[src/rtl/seq_monitor.sv]
// Lock/lap/error monitor for a free-running 0..MAX_VAL sequence counter.
// Optional sticky fault mode: define SEQ_MONITOR_STICKY_FAULT_EN.
module seq_monitor #(
    parameter int unsigned WIDTH    = 5,
    parameter int unsigned MAX_VAL  = 12,
    parameter int unsigned LOCK_CNT = 3,
    parameter int unsigned LAP_W    = 8
) (
    input  logic             clk,
    input  logic             rst,
    input  logic             in_en,
    input  logic [WIDTH-1:0] in_val,
    output logic             locked,
    output logic             err_pulse,
    output logic [7:0]       err_cnt,
    output logic [LAP_W-1:0] lap_cnt,
    output logic [WIDTH-1:0] exp_val,
    output logic             fault
);

    localparam int unsigned      GoodW    = $clog2(LOCK_CNT + 1);
    localparam logic [WIDTH-1:0] MaxCode  = WIDTH'(MAX_VAL);
    localparam logic [GoodW-1:0] LockCode = GoodW'(LOCK_CNT);

`ifdef SEQ_MONITOR_STICKY_FAULT_EN
    typedef enum logic [1:0] {StHunt, StVerify, StLocked, StFault} state_e;
`else
    typedef enum logic [1:0] {StHunt, StVerify, StLocked} state_e;
`endif

    state_e             state_q, state_d;
    logic [GoodW-1:0]   good_q, good_d;
    logic [WIDTH-1:0]   exp_q, exp_d;
    logic [LAP_W-1:0]   lap_q, lap_d;
    logic [7:0]         err_cnt_q, err_cnt_d;
    logic               err_pulse_q, err_pulse_d;

    logic               valid;
    logic               match;
    logic [WIDTH-1:0]   nxt_val;

    // Written as if/else so an X/Z sample resolves to invalid in simulation.
    always_comb begin
        valid = 1'b0;
        match = 1'b0;
        if (in_val <= MaxCode) begin
            valid = 1'b1;
            if (in_val == exp_q) begin
                match = 1'b1;
            end
        end
        nxt_val = (in_val == MaxCode) ? '0 : in_val + WIDTH'(1);
    end

    always_ff @(posedge clk or negedge rst) begin
        if (!rst) begin
            state_q     <= StHunt;
            good_q      <= '0;
            exp_q       <= '0;
            lap_q       <= '0;
            err_cnt_q   <= '0;
            err_pulse_q <= 1'b0;
        end else begin
            state_q     <= state_d;
            good_q      <= good_d;
            exp_q       <= exp_d;
            lap_q       <= lap_d;
            err_cnt_q   <= err_cnt_d;
            err_pulse_q <= err_pulse_d;
        end
    end

    always_comb begin
        state_d = state_q;
        good_d  = good_q;
        if (in_en) begin
            unique case (state_q)
                StHunt: begin
                    if (valid) begin
                        state_d = StVerify;
                        good_d  = GoodW'(1);
                    end
                end
                StVerify: begin
                    if (match) begin
                        good_d = good_q + GoodW'(1);
                        if (good_q + GoodW'(1) == LockCode) begin
                            state_d = StLocked;
                        end
                    end else begin
                        // The breaking sample is discarded, not used as a new seed.
                        state_d = StHunt;
                        good_d  = '0;
                    end
                end
                StLocked: begin
                    if (!match) begin
                        good_d = '0;
`ifdef SEQ_MONITOR_STICKY_FAULT_EN
                        state_d = StFault;
`else
                        state_d = StHunt;
`endif
                    end
                end
`ifdef SEQ_MONITOR_STICKY_FAULT_EN
                StFault: begin
                    state_d = StFault;
                end
`endif
                default: begin
                    state_d = StHunt;
                    good_d  = '0;
                end
            endcase
        end
    end

    always_comb begin
        exp_d       = exp_q;
        lap_d       = lap_q;
        err_cnt_d   = err_cnt_q;
        err_pulse_d = 1'b0;
        if (in_en) begin
            unique case (state_q)
                StHunt: begin
                    if (valid) begin
                        exp_d = nxt_val;
                    end
                end
                StVerify: begin
                    if (match) begin
                        exp_d = nxt_val;
                    end
                end
                StLocked: begin
                    if (match) begin
                        exp_d = nxt_val;
                        if (in_val == '0) begin
                            lap_d = lap_q + LAP_W'(1);
                        end
                    end else begin
                        err_pulse_d = 1'b1;
                        if (err_cnt_q != 8'hFF) begin
                            err_cnt_d = err_cnt_q + 8'd1;
                        end
                    end
                end
                default: begin
                end
            endcase
        end
    end

    always_comb begin
        locked    = (state_q == StLocked);
        err_pulse = err_pulse_q;
        err_cnt   = err_cnt_q;
        lap_cnt   = lap_q;
        exp_val   = exp_q;
`ifdef SEQ_MONITOR_STICKY_FAULT_EN
        fault     = (state_q == StFault);
`else
        fault     = 1'b0;
`endif
    end

endmodule

[config.mk]
export PLATFORM = sky130hd
export DESIGN_NAME = seq_monitor
export DESIGN_NICKNAME = d
export VERILOG_FILES = /design/src/rtl/seq_monitor.sv
export SDC_FILE = /design/constraint.sdc
export NUM_CORES = 1
export LEC_CHECK = 0
export BUFFER_PORTS_ARGS = -buffer_cell sky130_fd_sc_hd__buf_2
export CORE_MARGIN = 4
export CORE_UTILIZATION = 60
export CTS_BUF_LIST = sky130_fd_sc_hd__clkbuf_8
export DETAILED_ROUTE_END_ITERATION = 16
export PLACE_DENSITY_LB_ADDON = 0.08
export REMOVE_ABC_BUFFERS = 1
export SETUP_SLACK_MARGIN = 0.02
export SLEW_MARGIN = 5
export SYNTH_ARGS = -nofsm -noshare
export SYNTH_HDL_FRONTEND = slang
export SYNTH_SLANG_ARGS = --single-unit
[constraint.sdc]
create_clock -name clk -period 3.9 [get_ports clk]
set_input_delay 1.17 -clock clk [delete_from_list [all_inputs] [get_ports clk]]
set_output_delay 1.17 -clock clk [all_outputs]
set_load 0.005 [all_outputs]
Word-level counts from Yosys, hierarchy flattened
Index checks and enable logic that the tools add are counted.
{"block": "op_classes", "n_addsub": 4, "order_cmp": 1, "eq_ne": 10, "mux": 17, "bitwise": 1, "n_reduce_logical": 9}
{"op": "8-bit by 1-bit adder with 8-bit output (second input constant)", "n": 2}
{"op": "4-bit AND reduction", "n": 4}
{"op": "5-bit 2-to-1 mux", "n": 3}
{"op": "2-bit case mux with 3 select lines", "n": 2}
{"op": "2-bit 2-to-1 mux", "n": 5}
{"op": "5-bit case mux with 2 select lines", "n": 1}
{"op": "8-bit != test (second input constant)", "n": 1}
{"op": "1-bit 2-to-1 mux", "n": 6}
{"op": "5-bit by 1-bit adder with 5-bit output (second input constant)", "n": 1}
{"op": "5-bit by 4-bit equality test with 1-bit output (second input constant)", "n": 1}
{"op": "5-bit equality test", "n": 1}
{"op": "5-bit by 4-bit less-or-equal comparator with 1-bit output (second input constant)", "n": 1}
{"op": "5-bit logical NOT", "n": 1}
{"op": "2-bit equality test (second input constant)", "n": 2}
{"op": "2-bit != test (second input constant)", "n": 2}
{"op": "3-bit != test (second input constant)", "n": 1}
{"op": "3-bit AND reduction", "n": 1}
{"op": "2-bit by 1-bit adder with 2-bit output (second input constant)", "n": 1}
{"op": "2-bit by 1-bit equality test with 1-bit output (second input constant)", "n": 1}
{"op": "2-bit logical NOT", "n": 1}
{"op": "2-bit by 1-bit != test with 1-bit output (second input constant)", "n": 1}
{"op": "2-bit nonzero test", "n": 1}
{"op": "2-bit OR reduction", "n": 1}
{"op": "1-bit NOT", "n": 1}
{"block": "word_totals", "regBits": 26, "output_inout_bits": 24, "elab_cells": 48}

Logic depth before layout (Yosys ltp)
Gate-level depths: netlist of the first run.
{"block": "logic_depth", "word_depth": 6, "ltp_mapped": 8}

Worst setup path before layout of the first run
No wires, ideal clock.
{"block": "synth_timing", "path_kind": "in2reg", "from": "input in_val[0]", "to": "register err_cnt_q[1] (netlist: err_cnt[1])", "setup_ps": 125, "t_arrival_ps": 2520, "required_ps": 3775, "slack_ps": 1256, "cell_stages": 7, "path_buffers": 0, "path_cell_list": "inv_1 ha_1 nor2b_1 o21ai_0 a21oi_1 o21a_1 mux2_2"}
{"block": "synth_via", "elab_chain_cells": 5, "word_cells_on_any_way": 6, "classes_between": "order compare: 1; eq/ne: 1; mux: 2; bitwise: 1; reduce/logical: 1"}
{"item": "start, declared", "line_no": "12", "source": "input logic [WIDTH-1:0] in_val,"}
{"item": "branches (longest 2 deep; another with 5-bit by 4-bit less-or-equal comparator with 1-bit output)"}
{"item": "1-bit 2-to-1 mux (*)", "line_no": "46", "source": "if (in_val <= MaxCode) begin"}
{"item": "1-bit NOT (no line) (*)"}
{"item": "4-bit AND reduction (no line) (*)"}
{"item": "end signal, assigned", "line_no": "68", "source": "err_cnt_q <= err_cnt_d;"}
{"item": "end, declared", "line_no": "35", "source": "logic [7:0] err_cnt_q, err_cnt_d;"}
Every way passes the cells marked *.
A chain may end at the register's enable or synchronous reset.

Final worst setup path of the first run
Ends and elaborated chain as after synthesis.

==> results of run 1 <==
layout make-up:
| class | instances | area (sq um) |
|---|---|---|
| Multi-Input combinational cell | 101 | 731 |
| Tap cell | 28 | 35.0 |
| Clock buffer | 3 | 41.3 |
| Fill cell | 164 | 579 |
| Sequential cell | 26 | 651 |
| Timing Repair Buffer | 30 | 150 |
| Inverter | 10 | 37.5 |
| Clock inverter | 1 | 30.0 |
metal layers:
layer	vias to the layer above	share of wire	global-route usage
met1	544	0.42	0.218
met2	28	0.53	0.349
met4	0	0.011	0.0795
li1	550	-	-
met3	4	0.040	0.0317
met5	-	0	0
synth_stat cells (2+ instances only):
library cell   n
dfrtp_1       26
o21ai_0        4
and2_1         4
ha_1           8
inv_1         10
nand2_1       12
mux2_2         3
nor2_1         6
o211ai_1       3
nor2b_1        2
nand3_1        4
and3_1         2
nand4b_1       3
nor3_1         3
xnor2_1        9
a22o_1         4
a21oi_1        6
o21a_1         2
nand4_1        8
xor2_1         7
cell families after synthesis:
kind of cell    count (synthesis)  synth area share
mux                             3            0.0234
other cells                     1           0.00259
flops                          26             0.450
buf+inv                        14            0.0450
compound gates                 23             0.109
simple gates                   49             0.193
xor+xnor                       17             0.108
fa+ha+maj                       8            0.0692
worst max-delay path by stage:
stage | to | slack (ns) | cells after the start
floorplan | err_cnt[1] | 1.26 | 7
global placement | err_cnt[1] | 0.96 | 8
detailed placement | err_cnt[1] | 0.88 | 8
CTS | err_cnt[1] | 1.14 | 8
global route | err_cnt[1] | 0.95 | 8
finish | err_cnt[1] | 1.13 | 8
metrics by stage:
stage	cells	utilization	hold slack, ns
after global placement	195	0.711	0.451
after CTS	199	0.743	0.478
after detailed placement	195	0.711	0.465
final	199	0.743	0.473
after global routing	199	0.743	0.501
after floorplan	137	-	0.465
registers in the layout (all words and copies together), names as in the netlist:
register and cells:
err_cnt 8, err_pulse 1, lap_cnt 8, exp_val 5, state_q 2, good_q 2
worst register-to-register path, stage by stage, from the launching register on:
cell      delay [ns]
dfrtp_1         0.40
inv_1           0.09
ha_1            0.33
nand4b_1        0.16
or4_1           0.57
nor4_4          0.32
xor2_1          0.16
power by group:
group          switching (W)  internal, W
clock              0.0000839     0.000137
sequential         0.0000352     0.000305
combinational       0.000105     0.000102
==> metrics.md, run 1 <==
| Metric | Value |
|---|---|
| Status | `finished, final reports clean` |
| Cell area after layout | `1680 sq um` |
| Share of cells above drive strength 1 | `0.240` |
| Cts bufs inserted | `3` |
| Post-synth EDFFs | `0` |
| Die W | `57.1 um` |
| Syn avg cell area | `just over 10 sq um` |
| Drt first pass iters | `4` |
| R2R depth | `6` |
| DRT Wirelength | `about 2.9 mm` |
| Final period util | `0.710` |
| Warnings, synthesis | `0` |
| Worst path cell trace | `buf_2 > inv_1 > ha_1 > nor2b_1 > o21ai_0 > a21oi_1 > o21a_1 > mux2_2` |
| Peak VDD IR | `around 0.37 mV` |
| Max H-tree Level | `1` |
| Worst hold path cell count | `1` |
| Fmax | `361 MHz` |
| Io pins | `32` |
| Die Height | `~57 um` |
| Power Dens Cells | `around 460 nW/um^2` |
| CP peak stage delay | `about 0.46 ns` |
| Async SR Flop Fraction | `1.00` |
| I/O Buffers | `30` |
| Worst Tran Pin Value | `around 0.65 ns` |
| Total global routing overflow | `0` |
| Pin count of the biggest net entering global routing | `27` |
| CP Data Required Time | `about 4.1 ns` |
| Vias | `roughly 1100` |
| Hold Crit Class | `reg2reg` |
| Final nets | `~190` |
| CP startpoint | `in_val[0]` |
| Synth top area share | `0.450` |
| Maximum Capacitance Violations | `0` |
| Post-synthesis cell type count | `35` |
| Post-Place Setup Slack | `~0.88 ns` |
| Kind of critical path | `in2reg` |
| CP max-delay cell | `a21oi_1` |
| Antenna-violating nets left | `0` |
| CTS resizes | `0` |
| Lkg Pwr | `a little under 0.9 nW` |
| Routed len/inst | `about 15 um` |
| Synth Cell Area | `around 1400 sq um` |
| Antenna violations before repair | `0` |
| Hold violation total from the final report | `0` |
| DRC | `0` |
| Area after DPL | `between 1500 and 2000 sq um` |
| Final TNS setup | `0 ns` |
| Crit Path Max Fanout | `7` |
| Skew-Pair Late Insertion Delay | `~0.27 ns` |
| Global-route wire length before repair | `5.03 mm` |
| Reg-to-Reg Start | `state_q[0]` |
| Largest area contributor in the netlist | `dfrtp_1` |
| Root Buffer | `clkbuf_8` |
| Setup Buffers After CTS | `0` |
| Initial core utilization | `0.642` |
| Placed wire-length estimate | `approximately 2.2 mm` |
| Flop-to-flop setup slack | `around 1.8 ns` |
| DRT iter0 DRCs | `29` |
| Clock Skews | `0.00479 ns` |
| Mapped Cells | `141` |
| Die Area | `3260 sq um` |
| Most frequent cells in the layout | `buf_2, dfrtp_1, nand2_1` |
| CP top delay family | `compound AO/OA/AOI/OAI gates` |
| Min Tclk post-route | `between 2 and 3 ns` |
| CP Capture Type | `register` |
| Crit path buf inv count | `2` |
| # clock sinks | `26` |
| Worst-path clk slew | `approximately 0.090 ns` |
| Area Growth Syn to Fin | `15.8%` |
| Unrepaired setup endpoints after global routing | `false` |
| Leading cell type in the layout, fill and taps excluded | `buf_2` |
| R2r endpoint | `lap_cnt[7]` |
| Routability congestion estimate from global placement | `~0.83` |
| Core area | `between 2000 and 2500 sq um` |
| Total power | `slightly below 0.0008 W` |
| End of the worst hold path | `lap_cnt[7]` |
| # rows | `17` |
| Final worst slack | `1.13 ns` |
| Startpoint types | `primary input` |
| Slew margin rel. | `0.562` |
| Vias in the first global route | `around 1200` |
| Gr usage total | `0.191` |
| CP arrival | `slightly below 3 ns` |
| Top_reg_cell synth | `dfrtp_1` |
| Hold Buf Count CTS | `0` |
| CTS tree | `done` |
| Via density | `between 5 and 6` |
| Maximum root-to-sink buffer count | `2` |
| Hold Crit Start | `lap_cnt[7]` |
| Final slew viol count | `0` |
| Sequential share of the synthesized area | `0.450` |
| # setup viols final | `0` |
| Antenna cells | `0` |
| Synth area leaders | `dfrtp_1, ha_1, xnor2_1` |
| FF+latch count, synth | `26` |
Power figures use the tool's default switching activity.
==> inputs of run 2 (changes only) <==
- CORE_UTILIZATION: 60 -> 56
- clock period: 3.9 -> 2.8 ns (I/O delays scaled with it)
==> run 2 against run 1 <==
Compared with the run above: cell count is 2.5% higher; clock power is 38% higher; critical endpoint is now lap_cnt[7]; largest power group unchanged; first-iteration DRC count is 38% higher; design area is 1.5% higher; worst setup slack worse by 0.58 ns; total power is 40% higher; largest cell class unchanged.
==> metrics.md, run 2 (same netlist as run 1, synthesis figures left out) <==
| Metric | Value |
|---|---|
| I/O Buffers | `30 (unchanged)` |
| CTS tree | `done` |
| CP arrival | `2.45 ns (-0.48 ns)` |
| Die W | `58.8 um (+3.0%)` |
| Root Buffer | `clkbuf_8` |
| # rows | `18 (+1)` |
| CTS resizes | `0 (unchanged)` |
| Die Area | `3460 sq um (+6.1%)` |
| Antenna-violating nets left | `0 (unchanged)` |
| Clock Skews | `0.00638 ns (+0.00159 ns)` |
| Drt first pass iters | `4 (unchanged)` |
| Maximum Capacitance Violations | `0 (unchanged)` |
| Setup Buffers After CTS | `0 (unchanged)` |
| Worst path cell trace | `buf_2 > inv_1 > ha_1 > nand4b_1 > or4_1 > nor4_4 > xor2_1` |
| Vias | `1128 (+0.18%)` |
| Reg-to-Reg Start | `state_q[0]` |
| Vias in the first global route | `1079 (-12%)` |
| Area Growth Syn to Fin | `17.6%` |
| Crit Path Max Fanout | `5 (-2)` |
| Most frequent cells in the layout | `buf_2, dfrtp_1, nand2_1` |
| Min Tclk post-route | `around 2.3 ns` |
| Final core utilization | `0.686 (-0.0567)` |
| Final period util | `0.804` |
| DRC | `0 (unchanged)` |
| Hold Buf Count CTS | `0 (unchanged)` |
| Final nets | `191 (+1.6%)` |
| Global-route wire length before repair | `4.64 mm (-7.7%)` |
| Cell area after layout | `1700 sq um (+1.5%)` |
| Die Height | `58.8 um (+3.0%)` |
| Unrepaired setup endpoints after global routing | `false` |
| Initial core utilization | `0.584 (-0.0577)` |
| Final slew viol count | `0 (unchanged)` |
| Post-Place Setup Slack | `0.273 ns (-0.608 ns)` |
| CP max-delay cell | `or4_1` |
| Fmax | `444 MHz` |
| Status | `finished, final reports clean` |
| Cts bufs inserted | `3 (unchanged)` |
| # clock sinks | `26 (unchanged)` |
| Startpoint types | `primary input` |
| CP Data Required Time | `2.99 ns (-1.07 ns)` |
| Gr usage total | `0.170 (-0.0205)` |
| Final worst slack | `0.549 ns (-0.584 ns)` |
| Worst Tran Pin Value | `0.568 ns (-0.0826 ns)` |
| Hold slack | `0.471 ns (-0.00152 ns)` |
| Lkg Pwr | `0.910 nW (+1.7%)` |
| Total global routing overflow | `0 (unchanged)` |
| Worst-path clk slew | `0.09 ns (about the same)` |
| Leading cell type in the layout, fill and taps excluded | `buf_2` |
| Pin count of the biggest net entering global routing | `27 (unchanged)` |
| Kind of critical path | `in2reg` |
| Hold Crit Start | `lap_cnt[7]` |
| Core area | `2480 sq um (+9.9%)` |
| Slew margin rel. | `0.621 (+0.0591)` |
| CP peak stage delay | `0.57 ns (+0.11 ns)` |
| Peak VDD IR | `0.407 mV (+9.5%)` |
| Area after DPL | `1630 sq um (+1.6%)` |
| CP Capture Type | `register` |
| Maximum root-to-sink buffer count | `2 (unchanged)` |
| Hold violation total from the final report | `0 (unchanged)` |
| Antenna violations before repair | `0 (unchanged)` |
| Routability congestion estimate from global placement | `0.825 (-1.1%)` |
| Io pins | `32 (unchanged)` |
| Via density | `5.53 (-2.3%)` |
| Final TNS setup | `0 ns (unchanged)` |
| Antenna cells | `0 (unchanged)` |
| Power Dens Cells | `631 nW/um^2 (+38%)` |
| Hold Crit Class | `reg2reg` |
| Skew-Pair Late Insertion Delay | `0.27 ns (about the same)` |
| DRT iter0 DRCs | `40 (+38%)` |
| Routed len/inst | `13.3 um (-8.4%)` |
| Placed wire-length estimate | `2.09 mm (-4.0%)` |
| Max H-tree Level | `1 (unchanged)` |
| CP startpoint | `in_val[0]` |
| DRT Wirelength | `2.72 mm (-6.1%)` |
| # setup viols final | `0 (unchanged)` |
| Share of cells above drive strength 1 | `0.253 (+0.0131)` |
[run 2: cell count changes in the layout (fill, tap and decap cells not counted)]
cell and change:
buf_4 +3
[run 2: area by class of cell]
| cell class | instances | area [sq um] |
|---|---|---|
| Tap cell | 30 | 37.5 |
| Clock buffer | 3 | 41.3 |
| Fill cell | 200 | 777 |
| Timing Repair Buffer | 33 | 173 |
| Clock inverter | 1 | 30.0 |
| Inverter | 10 | 37.5 |
| Multi-Input combinational cell | 101 | 731 |
| Sequential cell | 26 | 651 |
[run 2: final timing paths]
kind | slack (ns) | end | cells after the start
setup reg to reg | 0.72 | lap_cnt[7] | 6
min in group asynchronous | 0.56 | lap_cnt[4] | 1
max in group asynchronous | 1.86 | good_q[1] | 1
setup / recovery | 0.55 | lap_cnt[7] | 7
hold reg to reg | 0.47 | lap_cnt[7] | 1
hold / removal | 0.47 | lap_cnt[7] | 1
[run 2: stage by stage]
stage / cells / total power [W]
final: 204 / 0.00107
after global routing: 204 / 0.00114
after CTS: 204 / 0.00108
after detailed placement: 200 / 0.000774
after global placement: 200 / 0.000763
after floorplan: 137 / 0.000670
[run 2: worst max-delay path: cells and delay by family]
kind,cells,cell delay (ns)
AND/OR/NAND/NOR,3,1.03
XOR/XNOR,1,0.17
adder cells (fa/ha/maj),1,0.21
buffers and inverters,2,0.20
[run 2: layer usage]
metal	wire (um)	GRT usage	up-vias
li1	-	-	558
met1	1270	0.213	545
met2	1320	0.300	23
met3	116	0.0285	2
met4	15	0.0485	0
met5	0	0	-
[run 2: where the power goes]
part | internal, W | switching, W | total [W]
logic | 0.000146 | 0.000145 | 0.000291
clock network | 0.000191 | 0.000115 | 0.000306
registers | 0.000426 | 0.0000503 | 0.000476
==> inputs of run 3 (changes only) <==
- clock period: 2.8 -> 2.31 ns (I/O delays scaled with it)
==> run 3 against run 2 <==
Compared with the run above: design area increased by 2.6%; highest routed layer unchanged; largest power group unchanged; wire length increased by 7.4%; critical path depth increased by 2; register-to-register slack got worse by 0.33 ns; sequential share of layout area decreased by 0.99 points; non-clock buffer count increased by 6.
==> metrics.md, run 3 (same netlist as run 1, synthesis figures left out) <==
| Metric | Value |
|---|---|
| CP max-delay cell | `mux2_2` |
| Setup Buffers After CTS | `0 (unchanged)` |
| Antenna violations before repair | `0 (unchanged)` |
| Final core utilization | `0.705 (+0.0182)` |
| Final period util | `0.887` |
| Hold Crit Class | `in2async` |
| CP Data Required Time | `2.47 ns (-0.52 ns)` |
| Slew margin rel. | `0.624 (+0.00229)` |
| Io pins | `32 (unchanged)` |
| Antenna-violating nets left | `0 (unchanged)` |
| Startpoint types | `primary input` |
| Final slew viol count | `0 (unchanged)` |
| # clock sinks | `26 (unchanged)` |
| # rows | `18 (unchanged)` |
| Final nets | `197 (+3.1%)` |
| R2r endpoint | `lap_cnt[7]` |
| Kind of critical path | `in2reg` |
| Placed wire-length estimate | `2.27 mm (+8.7%)` |
| Worst-path clk slew | `0.09 ns (about the same)` |
| Peak VDD IR | `0.663 mV (+63%)` |
| Final TNS setup | `0 ns (unchanged)` |
| Flop-to-flop setup slack | `0.39 ns (-0.33 ns)` |
| Maximum root-to-sink buffer count | `2 (unchanged)` |
| Initial core utilization | `0.584 (unchanged)` |
| DRC | `0 (unchanged)` |
| Crit Path Max Fanout | `4 (-1)` |
| Maximum Capacitance Violations | `0 (unchanged)` |
| Vias in the first global route | `1185 (+9.8%)` |
| GRT met1 Usage | `0.236 (+0.0228)` |
| CP Capture Type | `register` |
| Core area | `2480 sq um (unchanged)` |
| Reg-to-Reg Start | `exp_val[0]` |
| Gr usage total | `0.189 (+0.0185)` |
| Via density | `5.53 (about the same)` |
| CP peak stage delay | `0.34 ns (-0.23 ns)` |
| Die W | `58.8 um (unchanged)` |
| Root Buffer | `clkbuf_8` |
| Power Dens Cells | `762 nW/um^2 (+21%)` |
| Busiest grt layer | `met2` |
| Register Area | `651 sq um (unchanged)` |
| CP startpoint | `in_val[0]` |
| Most frequent cells in the layout | `buf_2, dfrtp_1, nand2_1` |
| Max H-tree Level | `1 (unchanged)` |
| Min Tclk post-route | `2.05 ns` |
| Hold violation total from the final report | `0 (unchanged)` |
| Die Height | `58.8 um (unchanged)` |
| Share of cells above drive strength 1 | `0.278 (+0.0249)` |
| CTS resizes | `0 (unchanged)` |
| Unrepaired setup endpoints after global routing | `false` |
| # setup viols final | `0 (unchanged)` |
| I/O Buffers | `30 (unchanged)` |
| CP arrival | `2.21 ns (-0.24 ns)` |
| Die Area | `3460 sq um (unchanged)` |
| Pin count of the biggest net entering global routing | `27 (unchanged)` |
| Global-route wire length before repair | `5.11 mm (+10%)` |
| Drt first pass iters | `4 (unchanged)` |
| Total global routing overflow | `0 (unchanged)` |
| Area Growth Syn to Fin | `20.7%` |
| Hold slack | `0.403 ns (-0.0683 ns)` |
| Crit path to | `err_cnt[1]` |
| Clock Skews | `0.00199 ns (-0.00439 ns)` |
| Multi-input logic area | `731 sq um (unchanged)` |
| Routed len/inst | `13.9 um (+4.3%)` |
| Vias | `1162 (+3.0%)` |
| Cell area after layout | `1750 sq um (+2.6%)` |
| CP top delay family | `compound AO/OA/AOI/OAI gates` |
| CTS tree | `done` |
| R2R depth | `5 (-1)` |
| Crit path buf inv count | `3 (+1)` |
| Fillers | `190 (-5.0%)` |
| Cts bufs inserted | `3 (unchanged)` |
| Leading cell type in the layout, fill and taps excluded | `buf_2` |
| Fmax | `roughly 490 MHz` |
| Routability congestion estimate from global placement | `0.833 (+0.91%)` |
| Hold Buf Count CTS | `0 (unchanged)` |
| Worst Tran Pin Value | `0.565 ns (-0.00343 ns)` |
| Grt met2 use | `0.334 (+0.0347)` |
| Skew-Pair Late Insertion Delay | `0.27 ns (about the same)` |
| Status | `finished, final reports clean` |
| DRT Wirelength | `2.92 mm (+7.4%)` |
| DRT iter0 DRCs | `48 (+20%)` |
| Area after DPL | `1670 sq um (+2.8%)` |
| Antenna cells | `0 (unchanged)` |
| Lkg Pwr | `0.940 nW (+3.2%)` |
| Worst path cell trace | `buf_2 > inv_1 > ha_1 > nor2b_1 > o21ai_0 > buf_4 > a21oi_1 > o21a_1 > mux2_2` |
| Met3 usage | `0.0285 (unchanged)` |
| Critical path depth | `9 (+2)` |
==> run 3: cell types whose count changed in the layout (fill, tap and decap cells not counted) <==
cell   before  now
buf_4       3    9
==> run 3: worst min path at each step <==
| stage | startpoint | end | cells after the start |
|---|---|---|---|
| 6_report | rst | exp_val[2] | 1 |
| 5_1_grt | rst | lap_cnt[4] | 1 |
| 4_1_cts | rst | lap_cnt[3] | 1 |
| 3_5_place_dp | lap_cnt[7] | lap_cnt[7] | 1 |
| 3_3_place_gp | lap_cnt[7] | lap_cnt[7] | 1 |
| 2_1_floorplan | rst | err_cnt[0] | 0 |
==> run 3: area by class of cell <==
cell class / count / area share
repair buffers: 39 / 0.125
well taps: 30 / 0.0215
clock inverters: 1 / 0.0172
multi-input cells: 101 / 0.419
inverters: 10 / 0.0215
clock buffers: 3 / 0.0237
flip-flops and latches: 26 / 0.373
==> run 3: stage by stage <==
step / setup slack, ns / instances / total power, W
floorplan: 0.143 / 137 / 0.000812
global placement: 0.0293 / 206 / 0.000941
detailed placement: -0.0239 / 206 / 0.000959
CTS: 0.256 / 210 / 0.00134
global route: 0.149 / 210 / 0.00142
finish: 0.261 / 210 / 0.00133
==> run 3: report_power, final <==
group          internal (W)  switching [W]  leakage [nW]
sequential         0.000516      0.0000645         0.351
combinational      0.000189       0.000179         0.553
clock              0.000232       0.000149        0.0357
==> run 3: metal layers <==
metal | up-vias | share of wire
met5 | - | 0
met4 | 0 | 0.0031
met3 | 2 | 0.041
met2 | 29 | 0.51
met1 | 558 | 0.45
li1 | 573 | -
==> run 3: worst register-to-register path, cell delays in order, from the launching register on <==
cell and delay [ns]:
dfrtp_1 0.42, xnor2_1 0.21, nand4_1 0.14, or4_1 0.59, nor4_4 0.31, xor2_1 0.17
